File: src/rtl/pll_reconfig_pkg.sv
// rtl/pll_reconfig_pkg.sv - shared types, status codes and sizing helper for the PLL reconfiguration master
package pll_reconfig_pkg;

  typedef enum logic [2:0] {
    IDLE,
    SHIFT,
    UPDATE,
    WAIT_DONE,
    PLL_RST,
    WAIT_LOCK,
    FINISH
  } state_e;

  localparam logic [1:0] ST_OK      = 2'd0;
  localparam logic [1:0] ST_SCAN_TO = 2'd1;
  localparam logic [1:0] ST_LOCK_TO = 2'd2;

  // Counter only ever compares against (limit - 1), so clog2 of the largest limit suffices.
  function automatic int cnt_width(input int a, input int b, input int c, input int d);
    int m;
    m = a;
    if (b > m) m = b;
    if (c > m) m = c;
    if (d > m) m = d;
    return ($clog2(m) < 1) ? 1 : $clog2(m);
  endfunction

endpackage

File: src/rtl/pll_reconfig_if.sv
// rtl/pll_reconfig_if.sv - host-side request/result bundle of the PLL reconfiguration master
interface pll_reconfig_if #(
  parameter int SCAN_LEN = 144
);
  logic                start;
  logic [SCAN_LEN-1:0] cfg_data;
  logic                busy;
  logic                done;
  logic [1:0]          status;

  modport master (output start, cfg_data, input busy, done, status);
  modport slave  (input start, cfg_data, output busy, done, status);
endinterface

File: src/rtl/sync_2ff.sv
// rtl/sync_2ff.sv - generic two-flop synchronizer with asynchronous active-low reset
module sync_2ff #(
  parameter int W = 1
) (
  input  logic         clk,
  input  logic         rst_n,
  input  logic [W-1:0] d,
  output logic [W-1:0] q
);
  logic [W-1:0] meta;

  always_ff @(posedge clk or negedge rst_n) begin
    if (!rst_n) begin
      meta <= '0;
      q    <= '0;
    end else begin
      meta <= d;
      q    <= meta;
    end
  end
endmodule

File: src/rtl/pll_reconfig_ctrl.sv
// rtl/pll_reconfig_ctrl.sv - scan-chain writer: shift image, strobe update, reset PLL, await lock
module pll_reconfig_ctrl
  import pll_reconfig_pkg::*;
#(
  parameter int SCAN_LEN      = 144,
  parameter int DONE_TIMEOUT  = 64,
  parameter int ARESET_CYCLES = 4,
  parameter int LOCK_TIMEOUT  = 1024
) (
  input  logic           clk,
  input  logic           areset_n,
  pll_reconfig_if.slave  host,
  input  logic           scandone,
  input  logic           locked,
  output logic           scandata,
  output logic           scanclkena,
  output logic           configupdate,
  output logic           pll_areset
);
  localparam int CW = cnt_width(SCAN_LEN, DONE_TIMEOUT, ARESET_CYCLES, LOCK_TIMEOUT);
  localparam logic [CW-1:0] SCAN_LAST   = CW'(SCAN_LEN - 1);
  localparam logic [CW-1:0] DONE_LAST   = CW'(DONE_TIMEOUT - 1);
  localparam logic [CW-1:0] ARESET_LAST = CW'(ARESET_CYCLES - 1);
  localparam logic [CW-1:0] LOCK_LAST   = CW'(LOCK_TIMEOUT - 1);

  state_e              state, state_nxt;
  logic [SCAN_LEN-1:0] shreg;
  logic [CW-1:0]       cnt;
  logic [1:0]          status_q;
  logic                lock_run;
  logic                locked_s;

  logic       load, shift_en, cnt_clr, cnt_inc, st_set, lock_set, lock_clr;
  logic [1:0] st_val;

  sync_2ff #(.W(1)) u_lock_sync (
    .clk   (clk),
    .rst_n (areset_n),
    .d     (locked),
    .q     (locked_s)
  );

  always_comb begin
    state_nxt    = state;
    load         = 1'b0;
    shift_en     = 1'b0;
    cnt_clr      = 1'b0;
    cnt_inc      = 1'b0;
    st_set       = 1'b0;
    st_val       = ST_OK;
    lock_set     = 1'b0;
    lock_clr     = 1'b0;
    scanclkena   = 1'b0;
    configupdate = 1'b0;
    pll_areset   = 1'b0;
    host.done    = 1'b0;
    case (state)
      IDLE: begin
        if (host.start) begin
          load      = 1'b1;
          cnt_clr   = 1'b1;
          st_set    = 1'b1;
          state_nxt = SHIFT;
        end
      end
      SHIFT: begin
        scanclkena = 1'b1;
        shift_en   = 1'b1;
        cnt_inc    = 1'b1;
        if (cnt == SCAN_LAST) state_nxt = UPDATE;
      end
      UPDATE: begin
        configupdate = 1'b1;
        cnt_clr      = 1'b1;
        state_nxt    = WAIT_DONE;
      end
      WAIT_DONE: begin
        if (scandone) begin
          cnt_clr   = 1'b1;
          state_nxt = PLL_RST;
        end else if (cnt == DONE_LAST) begin
          st_set    = 1'b1;
          st_val    = ST_SCAN_TO;
          state_nxt = FINISH;
        end else begin
          cnt_inc = 1'b1;
        end
      end
      PLL_RST: begin
        pll_areset = 1'b1;
        if (cnt == ARESET_LAST) begin
          cnt_clr   = 1'b1;
          lock_clr  = 1'b1;
          state_nxt = WAIT_LOCK;
        end else begin
          cnt_inc = 1'b1;
        end
      end
      WAIT_LOCK: begin
        cnt_inc = 1'b1;
        // A second consecutive locked sample beats a timeout landing on the same cycle.
        if (locked_s && lock_run) begin
          st_set    = 1'b1;
          state_nxt = FINISH;
        end else begin
          lock_set = locked_s;
          lock_clr = !locked_s;
          if (cnt == LOCK_LAST) begin
            st_set    = 1'b1;
            st_val    = ST_LOCK_TO;
            state_nxt = FINISH;
          end
        end
      end
      FINISH: begin
        host.done = 1'b1;
        state_nxt = IDLE;
      end
      default: state_nxt = IDLE;
    endcase
  end

  always_ff @(posedge clk or negedge areset_n) begin
    if (!areset_n) begin
      state    <= IDLE;
      shreg    <= '0;
      cnt      <= '0;
      status_q <= ST_OK;
      lock_run <= 1'b0;
    end else begin
      state <= state_nxt;
      if (load)          shreg <= host.cfg_data;
      else if (shift_en) shreg <= {shreg[SCAN_LEN-2:0], 1'b0};
      if (cnt_clr)                      cnt <= '0;
      else if (cnt_inc && (cnt != '1))  cnt <= cnt + 1'b1;
      if (st_set)        status_q <= st_val;
      if (lock_clr)      lock_run <= 1'b0;
      else if (lock_set) lock_run <= 1'b1;
    end
  end

  assign scandata    = scanclkena & shreg[SCAN_LEN-1];
  assign host.busy   = (state != IDLE);
  assign host.status = status_q;

endmodule
File: src/flat_wrapper.sv
// flat-port wrapper written by rule: the top's interface ports become plain ports
module pll_reconfig_ctrl_flat import pll_reconfig_pkg::*;
#(
  parameter int SCAN_LEN      = 144,
  parameter int DONE_TIMEOUT  = 64,
  parameter int ARESET_CYCLES = 4,
  parameter int LOCK_TIMEOUT  = 1024
)
  (clk, areset_n, scandone, locked, scandata, scanclkena, configupdate, pll_areset, host_start, host_cfg_data, host_busy, host_done, host_status);
  pll_reconfig_if #(.SCAN_LEN(SCAN_LEN)) host_i ();
  input  logic clk;
  input  logic areset_n;
  input  logic scandone;
  input  logic locked;
  output logic scandata;
  output logic scanclkena;
  output logic configupdate;
  output logic pll_areset;
  input wire logic [$bits(host_i.start)-1:0] host_start;
  input wire logic [$bits(host_i.cfg_data)-1:0] host_cfg_data;
  output wire logic [$bits(host_i.busy)-1:0] host_busy;
  output wire logic [$bits(host_i.done)-1:0] host_done;
  output wire logic [$bits(host_i.status)-1:0] host_status;
  assign host_i.start = host_start;
  assign host_i.cfg_data = host_cfg_data;
  assign host_busy = host_i.busy;
  assign host_done = host_i.done;
  assign host_status = host_i.status;
  pll_reconfig_ctrl #(.SCAN_LEN(SCAN_LEN), .DONE_TIMEOUT(DONE_TIMEOUT), .ARESET_CYCLES(ARESET_CYCLES), .LOCK_TIMEOUT(LOCK_TIMEOUT)) u_core (.clk(clk), .areset_n(areset_n), .host(host_i), .scandone(scandone), .locked(locked), .scandata(scandata), .scanclkena(scanclkena), .configupdate(configupdate), .pll_areset(pll_areset));
endmodule
File: config.mk
export PLATFORM = sky130hd
export DESIGN_NAME = pll_reconfig_ctrl_flat
export DESIGN_NICKNAME = d
export VERILOG_FILES = /design/src/rtl/pll_reconfig_pkg.sv /design/src/rtl/pll_reconfig_if.sv /design/src/rtl/sync_2ff.sv /design/src/rtl/pll_reconfig_ctrl.sv /design/src/flat_wrapper.sv
export SDC_FILE = /design/constraint.sdc
export NUM_CORES = 1
export LEC_CHECK = 0
export CAP_MARGIN = 0
export CORE_ASPECT_RATIO = 1.4
export CORE_MARGIN = 2
export CORE_UTILIZATION = 30
export CTS_CLUSTER_SIZE = 25
export DETAILED_ROUTE_END_ITERATION = 10
export DONT_BUFFER_PORTS = 1
export HOLD_SLACK_MARGIN = 0.02
export PLACE_DENSITY_LB_ADDON = 0.25
export RECOVER_POWER = 50
export SYNTH_ARGS = -nofsm -noshare
export SYNTH_HDL_FRONTEND = slang
export SYNTH_SLANG_ARGS = --single-unit
export TNS_END_PERCENT = 20
File: constraint.sdc
create_clock -name clk -period 2.63 [get_ports clk]
set_input_delay 0.263 -clock clk [delete_from_list [all_inputs] [get_ports clk]]
set_output_delay 0.263 -clock clk [all_outputs]
set_load 0.05 [all_outputs]
* Word-level counts from Yosys, hierarchy flattened
Cells that the tools add are included.
Word-level totals: register bits after elaboration 162, logic and storage cells 76
Cells by class: $add $sub $neg 1, equal/unequal tests 16, multiplexer cells 41, bitwise logic cells 1, reduce and logical (&&, ||, !) cells 10
Operator list (number):
- two-way mux 144 bit | 2
- two-way mux 1 bit | 21
- two-way mux 3 bit | 7
- two-way mux 10 bit | 2
- one-hot mux 3 bit (6 select lines) | 1
- adder 10 x 1 -> 10 bit (second input constant) | 1
- equality test 10 bit (second input constant) | 1
- equality test 10 x 2 -> 1 bit (second input constant) | 1
- equality test 10 x 6 -> 1 bit (second input constant) | 1
- equality test 10 x 8 -> 1 bit (second input constant) | 1
- inequality test 10 bit (second input constant) | 1
- equality test 3 bit (second input constant) | 3
- equality test 3 x 2 -> 1 bit (second input constant) | 2
- two-way mux 2 bit | 3
- one-hot mux 1 bit (3 select lines) | 2
- nonzero test 2 bit | 3
- AND reduction 5 bit | 1
- inequality test 2 x 1 -> 1 bit (second input constant) | 2
- one-hot mux 1 bit (4 select lines) | 1
- one-hot mux 2 bit (2 select lines) | 1
- equality test 3 x 1 -> 1 bit (second input constant) | 1
- logical NOT 3 bit | 1
- inequality test 3 x 1 -> 1 bit (second input constant) | 1
- inequality test 3 x 2 -> 1 bit (second input constant) | 1
- 7 further kinds | 8

* Logic depth before layout (Yosys ltp)
Gate-level depths: netlist of the first run.
depth after elaboration 7, gate-level depth with buffers 9

* Hierarchy
From an unflattened synthesis of the first run, not the netlist that was laid out.
Unflattened totals: cell total of the unflattened synthesis 751, area total of the unflattened synthesis 7114.3 µm²
Modules (own cells, without submodules):
- pll_reconfig_ctrl | instances 1, cells each 749, area an instance 7064.3 µm²
- sync_2ff | instances 1, cells each 2, area an instance 50.0 µm²

* Worst setup path before layout of the first run
Ideal clock, no wire load.
kind reg-to-output, start reg u_core.state[1], end out scandata, data arrival time 2.219 ns, data required time 2.367 ns, setup slack 0.148 ns, stages on the path, launching flop included 7, path through dfrtp_1 nand2b_1 nand2b_1 inv_1 clkbuf_1 clkbuf_1 and2_1
Between the ends: cells in the longest elaborated chain, start to end 3
Ends and longest elaborated chain:
- start, declared | RTL line pll_reconfig_ctrl.sv:26 | state_e state, state_nxt;
- start signal, assigned | RTL line pll_reconfig_ctrl.sv:131 | state <= state_nxt;
- equality test 3 x 1 -> 1 bit | RTL line pll_reconfig_ctrl.sv:57 | case (state)
- two-way mux 1 bit | RTL line pll_reconfig_ctrl.sv:57
- named net scanclkena | RTL line flat_wrapper.sv:16 | output logic scanclkena;
- bitwise AND 1 bit | RTL line pll_reconfig_ctrl.sv:142 | assign scandata = scanclkena & shreg[SCAN_LEN-1];
- end, declared | RTL line flat_wrapper.sv:15 | output logic scandata;
The timed path passes the listed nets, and every way through them passes these cells.

* Worst setup path after layout of the first run
start reg u_core.state[1], end out scanclkena
Between the ends: cells in the longest elaborated chain, start to end 2
Ends and longest elaborated chain (RTL line):
- equality test 3 x 1 -> 1 bit | pll_reconfig_ctrl.sv:57
- two-way mux 1 bit | pll_reconfig_ctrl.sv:57
- end, declared | flat_wrapper.sv:16
Every way passes these cells.

==> impl_metrics.env, run 1 <==
export IMPL_ir_drop_mv=0.7642
export IMPL_synth_xor_area_share_pct=0
export IMPL_synthAdderAreaFrac_pct=0.1771
export IMPL_setup_viol=0
export IMPL_die_w_um=133.7
export IMPL_grt_busiest_layer="met2"
export IMPL_grt_met1_usage_pct=19.68
export IMPL_cts_inserted_buffers=17
export IMPL_p_total_w=0.01077
export IMPL_use_met2_pct=25.34
export IMPL_cts_root_buffer="clkbuf_16"
export IMPL_hold_path_class="in -> async"
export IMPL_placed_area_mm2=0.007381
export IMPL_rsz0062_at_grt="false"
export IMPL_cap_violations=0
export IMPL_dp_cells=1013
export IMPL_layout_commonest_cell="nand2_1"
export IMPL_synth_cells=749
export IMPL_synth_compound_area_share_pct=18.33
export IMPL_insertedDiodeCount=0
export IMPL_synth_top_family_by_area="simple AND/OR/NAND/NOR gates"
export IMPL_htree_num_levels=4
export IMPL_io_pins=157
export IMPL_relSlewSlack_pct=42.93
export IMPL_yosysWarnings=0
export IMPL_critPathCaptureType="primary output"
export IMPL_synth_simple_area_share_pct=19.93
export IMPL_maxSlewViolCount=0
export IMPL_worstMarginPinSlew_ns=0.8523
export IMPL_firstDrtPassIters=7
export IMPL_synth_top_cell_area_share_pct=57.40
export IMPL_synth_top_cell_by_area="dfrtp_1"
export IMPL_path_max_fanout=83
export IMPL_synth_area_leaders="dfrtp_1 (57%), nand2_1 (16%), a22oi_1 (15%)"
export IMPL_fillers=2262
export IMPL_fin_tns_setup_ns=0
export IMPL_ys_ff_latch=162
export IMPL_tritoncts="yes"
export IMPL_start_kind="register"
export IMPL_synth_area_mm2=0.007063
export IMPL_ys_async_sr_fraction_pct=100.0
export IMPL_min_period_ns=2.440
export IMPL_rows=66
export IMPL_synth_top_flop_cell="dfrtp_1"
export IMPL_totalWireLength_um=18710
export IMPL_drc=0
export IMPL_violations="negative hold slack"
export IMPL_drive_above_1_share_pct=5.543
export IMPL_finalCritPeriodShare_pct=92.79
export IMPL_antenna_found_initial=0
export IMPL_leakagePower_nw=4.447
export IMPL_fin_cells=1190
export IMPL_cts_sinks=162
export IMPL_nNetsFinal=1022
export IMPL_place_hpwl_um=11020
export IMPL_holdWs_ns=-0.4621
export IMPL_syn_num_nets=899
export IMPL_gp_congestion=0.8055
export IMPL_ant_nets=0
export IMPL_worstSetupPathType="reg -> out"
export IMPL_grt_pass1_wl_um=30350
export IMPL_wl_per_cell_um=15.72
export IMPL_final_cell_mix="nand2_1 (303), dfrtp_1 (162), dlygate4sd3_1 (146), a22oi_1 (141), clkbuf_16 (17)"
export IMPL_port_buffers=0
export IMPL_drtIter0Drc=376
export IMPL_postCtsHoldBufs=146
export IMPL_power_density_mw_per_mm2=1136
export IMPL_syn_to_final_growth_pct=34.17
export IMPL_cts_setup_buffers=0
export IMPL_ys_seq_area_share_pct=57.40
export IMPL_hold_viol=162
export IMPL_synth_edf_count=0
export IMPL_clockBufferDepth=2
export IMPL_grt_max_degree=163
export IMPL_final_area_mm2=0.009477
export IMPL_skew_ns=0.01398
export IMPL_first_global_vias=5904
export IMPL_clock_latency_ns=0.43
export IMPL_use_met3_pct=3.322
export IMPL_syn_area_per_cell_um2=9.430
export IMPL_cp_arrival_ns=2.18
export IMPL_cp_required_ns=2.37
export IMPL_fmax_mhz=409.8
export IMPL_overflow=0
export IMPL_r2r_cells=5
export IMPL_synth_mux_area_fraction_pct=0.4960
export IMPL_die_area_mm2=0.02480
export IMPL_core_area_mm2=0.02320
export IMPL_status="complete, but fails checks"
export IMPL_track_usage_pct=15.24
export IMPL_die_height_um=185.6
export IMPL_num_vias=5791
export IMPL_via_per_inst=4.866
export IMPL_clk_pin_slew_ns=0.06
export IMPL_ys_types=40
export IMPL_start_util_pct=30.44
## worst paths after layout
kind                                    startpoint                    to  slack (ns)
setup / recovery                   u_core.state[1]            scanclkena        0.19
hold / removal                            areset_n       u_core.lock_run       -0.46
setup reg to reg                     u_core.cnt[7]         u_core.cnt[3]        0.44
hold reg to reg            u_core.u_lock_sync.meta  u_core.u_lock_sync.q        0.37
max in group asynchronous                 areset_n     u_core.shreg[116]        2.81
min in group clk                          scandone       u_core.state[1]        0.14
## timing repair
item / in CTS / in global routing
endpoints found under the setup margin: 0 / 0
endpoints found under the hold margin: 308 / 162
resized for setup: 0 / 0
## flip-flops by register name, summed over array words and instances, names as in the netlist
register and count:
u_core.host.status 2, u_core.u_lock_sync.meta 1, u_core.shreg 144, u_core.u_lock_sync.q 1, u_core.state 3, u_core.lock_run 1
u_core.cnt 10
## power by group
group	leakage (nW)	internal, W	total (W)	switching, W
sequential	2.06	0.00357	0.00421	0.000641
clock	0.304	0.00171	0.00274	0.00103
combinational	2.08	0.00145	0.00382	0.00237
total	4.45	0.00673	0.0108	0.00404
## cell type report
type / instances / area [µm²] / area share (%)
tap: 306 / 382.9 / 4.040
clock inverter: 9 / 180.2 / 1.901
inverter: 5 / 21.27 / 0.2245
multi-input combinational: 529 / 2765 / 29.18
timing repair buffer: 157 / 1619 / 17.08
sequential: 162 / 4054 / 42.78
clock buffer: 22 / 454.2 / 4.793
## layer usage
| metal | part of all wire (%) | up-vias | routed length [µm] |
|---|---|---|---|
| met5 | 0 | - | 0 |
| met3 | 3.9 | 9 | 733 |
| li1 | - | 2841 | - |
| met4 | 1.1 | 0 | 199 |
| met1 | 45 | 2825 | 8328 |
| met2 | 50 | 116 | 9447 |
## per-stage QoR
| stage | setup WS (ns) | utilization [%] |
|---|---|---|
| finish | 0.1896 | 40.84 |
| floorplan | 0.1481 | - |
| CTS | 0.1908 | 40.84 |
| global route | 0.07989 | 40.84 |
| global placement | 0.4864 | 31.81 |
| detailed placement | 0.4540 | 31.81 |
## worst max-delay path, stage by stage (launching register included)
cell and delay (ns):
dfrtp_1 0.49, nand2b_1 0.24, nand2b_1 0.30, inv_4 0.28
buf_12 0.40
## logic make-up (layout without fill, tap and decap cells)
| group | Yosys count | in the layout |
|---|---|---|
| flops | 162 | 162 |
| simple gates | 349 | 349 |
| compound gates | 176 | 176 |
| mux | 3 | 3 |
| fa+ha+maj | 1 | 1 |
| buf+inv | 58 | 193 |
## cells in the mapped netlist (3+ instances only)
| library cell | number |
|---|---|
| a21oi_1 | 5 |
| a22oi_1 | 141 |
| a31oi_1 | 4 |
| buf_1 | 6 |
| buf_2 | 15 |
| buf_6 | 3 |
| clkbuf_1 | 29 |
| dfrtp_1 | 162 |
| inv_1 | 5 |
| nand2_1 | 303 |
| nand2b_1 | 3 |
| nand3_1 | 9 |
| nor2_1 | 10 |
| nor3_1 | 5 |
| o211ai_1 | 4 |
| o21ai_0 | 8 |
| o31ai_1 | 6 |
| or3_1 | 4 |
Note: power is estimated with default switching activity, not from simulation.
==> inputs of run 2 (changes only) <==
GPL_TIMING_DRIVEN = 0   (was unset)
RECOVER_POWER = unset   (was 50)
==> run 2 against run 1 <==
  * The run still ends with negative hold slack left
  * Largest cell class unchanged
  * Wire length grew 6.6%
  * Worst hold slack worse by 0.0081 ns
  * Worst setup slack got worse by 0.0075 ns
==> impl_metrics.env, run 2 (synthesis gave the netlist of run 1 again) <==
export IMPL_fin_tns_setup_ns=0
export IMPL_post_place_ws_ns=-0.6715
export IMPL_use_met3_pct=3.295
export IMPL_grt_busiest_layer="met2"
export IMPL_nNetsFinal=1064
export IMPL_fillers=2260
export IMPL_hold_path_class="in -> async"
export IMPL_worstMarginPinSlew_ns=1.087
export IMPL_layout_commonest_cell="nand2_1"
export IMPL_die_height_um=185.6
export IMPL_utilization_pct=40.98
export IMPL_start_util_pct=30.44
export IMPL_multi_input_area_mm2=0.002763
export IMPL_final_cell_mix="nand2_1 (303), dfrtp_1 (162), dlygate4sd3_1 (146), a22oi_1 (141), clkbuf_1 (28)"
export IMPL_cts_inserted_buffers=17
export IMPL_final_area_mm2=0.009509
export IMPL_grt_pass1_wl_um=31830
export IMPL_path_max_fanout=10
export IMPL_start_kind="register"
export IMPL_postCtsHoldBufs=146
export IMPL_finalCritPeriodShare_pct=93.08
export IMPL_drtIter0Drc=362
export IMPL_power_density_mw_per_mm2=1112
export IMPL_clock_latency_ns=0.43
export IMPL_syn_to_final_growth_pct=34.63
export IMPL_cp_required_ns=2.95
export IMPL_core_area_mm2=0.02320
export IMPL_ant_nets=0
export IMPL_num_vias=6024
export IMPL_skew_ns=0.009611
export IMPL_gp_congestion=0.7658
export IMPL_first_global_vias=6184
export IMPL_port_buffers=0
export IMPL_critPathCaptureType="register"
export IMPL_placed_area_mm2=0.007451
export IMPL_cap_violations=0
export IMPL_cp_arrival_ns=2.77
export IMPL_min_period_ns=2.448
export IMPL_fmax_mhz=408.5
export IMPL_use_met2_pct=29.34
export IMPL_clk_pin_slew_ns=0.07
export IMPL_ir_drop_mv=0.4918
export IMPL_cts_root_buffer="clkbuf_16"
export IMPL_wl_per_cell_um=16.15
export IMPL_drive_above_1_share_pct=6.796
export IMPL_cts_sinks=162
export IMPL_die_area_mm2=0.02480
export IMPL_place_hpwl_um=13070
export IMPL_largest_registers="u_core.shreg x144, u_core.cnt x10, u_core.state x3"
export IMPL_totalWireLength_um=19950
export IMPL_rows=66
export IMPL_holdWs_ns=-0.4703
export IMPL_io_pins=157
export IMPL_antenna_found_initial=1
export IMPL_status="complete, but fails checks"
export IMPL_track_usage_pct=16.36
export IMPL_worstSetupPathType="reg -> reg"
export IMPL_largest_reg_flops=144
export IMPL_clockBufferDepth=2
export IMPL_setup_viol=0
export IMPL_p_total_w=0.01058
export IMPL_seqCellArea_mm2=0.004054
export IMPL_grt_met1_usage_pct=19.47
export IMPL_rsz0062_at_grt="false"
export IMPL_relSlewSlack_pct=27.24
export IMPL_leakagePower_nw=4.459
export IMPL_tritoncts="yes"
export IMPL_htree_num_levels=4
export IMPL_grt_max_degree=163
export IMPL_violations="negative hold slack"
export IMPL_setup_ws_ns=0.1820
export IMPL_hold_viol=162
export IMPL_overflow=0
export IMPL_die_w_um=133.7
export IMPL_via_per_inst=4.878
export IMPL_firstDrtPassIters=5
export IMPL_maxSlewViolCount=0
export IMPL_drc=0
export IMPL_regMostFlops="u_core.shreg"
==> run 2: changes by cell type in the layout (fill, tap and decap cells not counted), moves of 3 or more <==
cell | previous run | this run
bufinv_16 | 5 | 1
buf_1 | 0 | 5
buf_2 | 0 | 15
buf_6 | 0 | 3
clkbuf_1 | 4 | 28
clkinvlp_4 | 1 | 5
buf_12 | 6 | 0
buf_4 | 5 | 0
==> run 2: cell type report <==
type / count / share of cell area (%)
clock buffer: 21 / 4.842
antenna: 2 / 0.05263
sequential: 162 / 42.63
timing repair buffer: 146 / 15.37
clock inverter: 11 / 1.132
inverter: 5 / 0.1974
tap: 306 / 4.026
buffer: 53 / 2.697
multi-input combinational: 529 / 29.05
==> run 2: critical path, cell delays in order (launching register included) <==
cell	delay, ns
dfrtp_1	0.38
buf_2	0.18
nand2b_1	0.17
nor2_1	0.83
a21oi_2	0.28
mux2_4	0.34
a21o_1	0.17
==> run 2: where the power goes <==
group	switching (W)	internal, W
Combinational	0.00253	0.00148
Sequential	0.000578	0.00357
Clock	0.00106	0.00136
Total	0.00417	0.00641
==> run 2: path summary, 6_finish.rpt <==
path,startpoint,end,slack (ns),depth (start not counted)
max,u_core.state[1],u_core.cnt[3],0.18,6
min,areset_n,u_core.u_lock_sync.q,-0.47,0
max reg2reg,u_core.state[1],u_core.cnt[3],0.18,6
min reg2reg,u_core.u_lock_sync.meta,u_core.u_lock_sync.q,0.35,0
max in group asynchronous,areset_n,u_core.shreg[116],2.91,0
min in group clk,scandone,u_core.state[1],0.12,3
==> run 2: through the flow <==
stage	hold WS, ns	std cells
2_1_floorplan	-0.03259	749
3_3_place_gp	-0.02926	1055
3_5_place_dp	-0.02886	1055
4_1_cts	-0.4969	1233
5_1_grt	-0.4958	1234
6_report	-0.4703	1235
==> run 2: metal layers <==
| layer | vias to the layer above | part of all wire, % |
|---|---|---|
| met1 | 2927 | 43 |
| met5 | - | 0 |
| li1 | 2937 | - |
| met2 | 139 | 52 |
| met3 | 21 | 3.6 |
| met4 | 0 | 1.6 |
==> run 2: what timing repair did <==
action | 4_1_cts | 5_1_grt
gates resized for setup | 7 | 5
endpoints found under the hold margin | 308 | 162
setup buffers | 0 | 0
setup endpoints to repair | 92 | 81
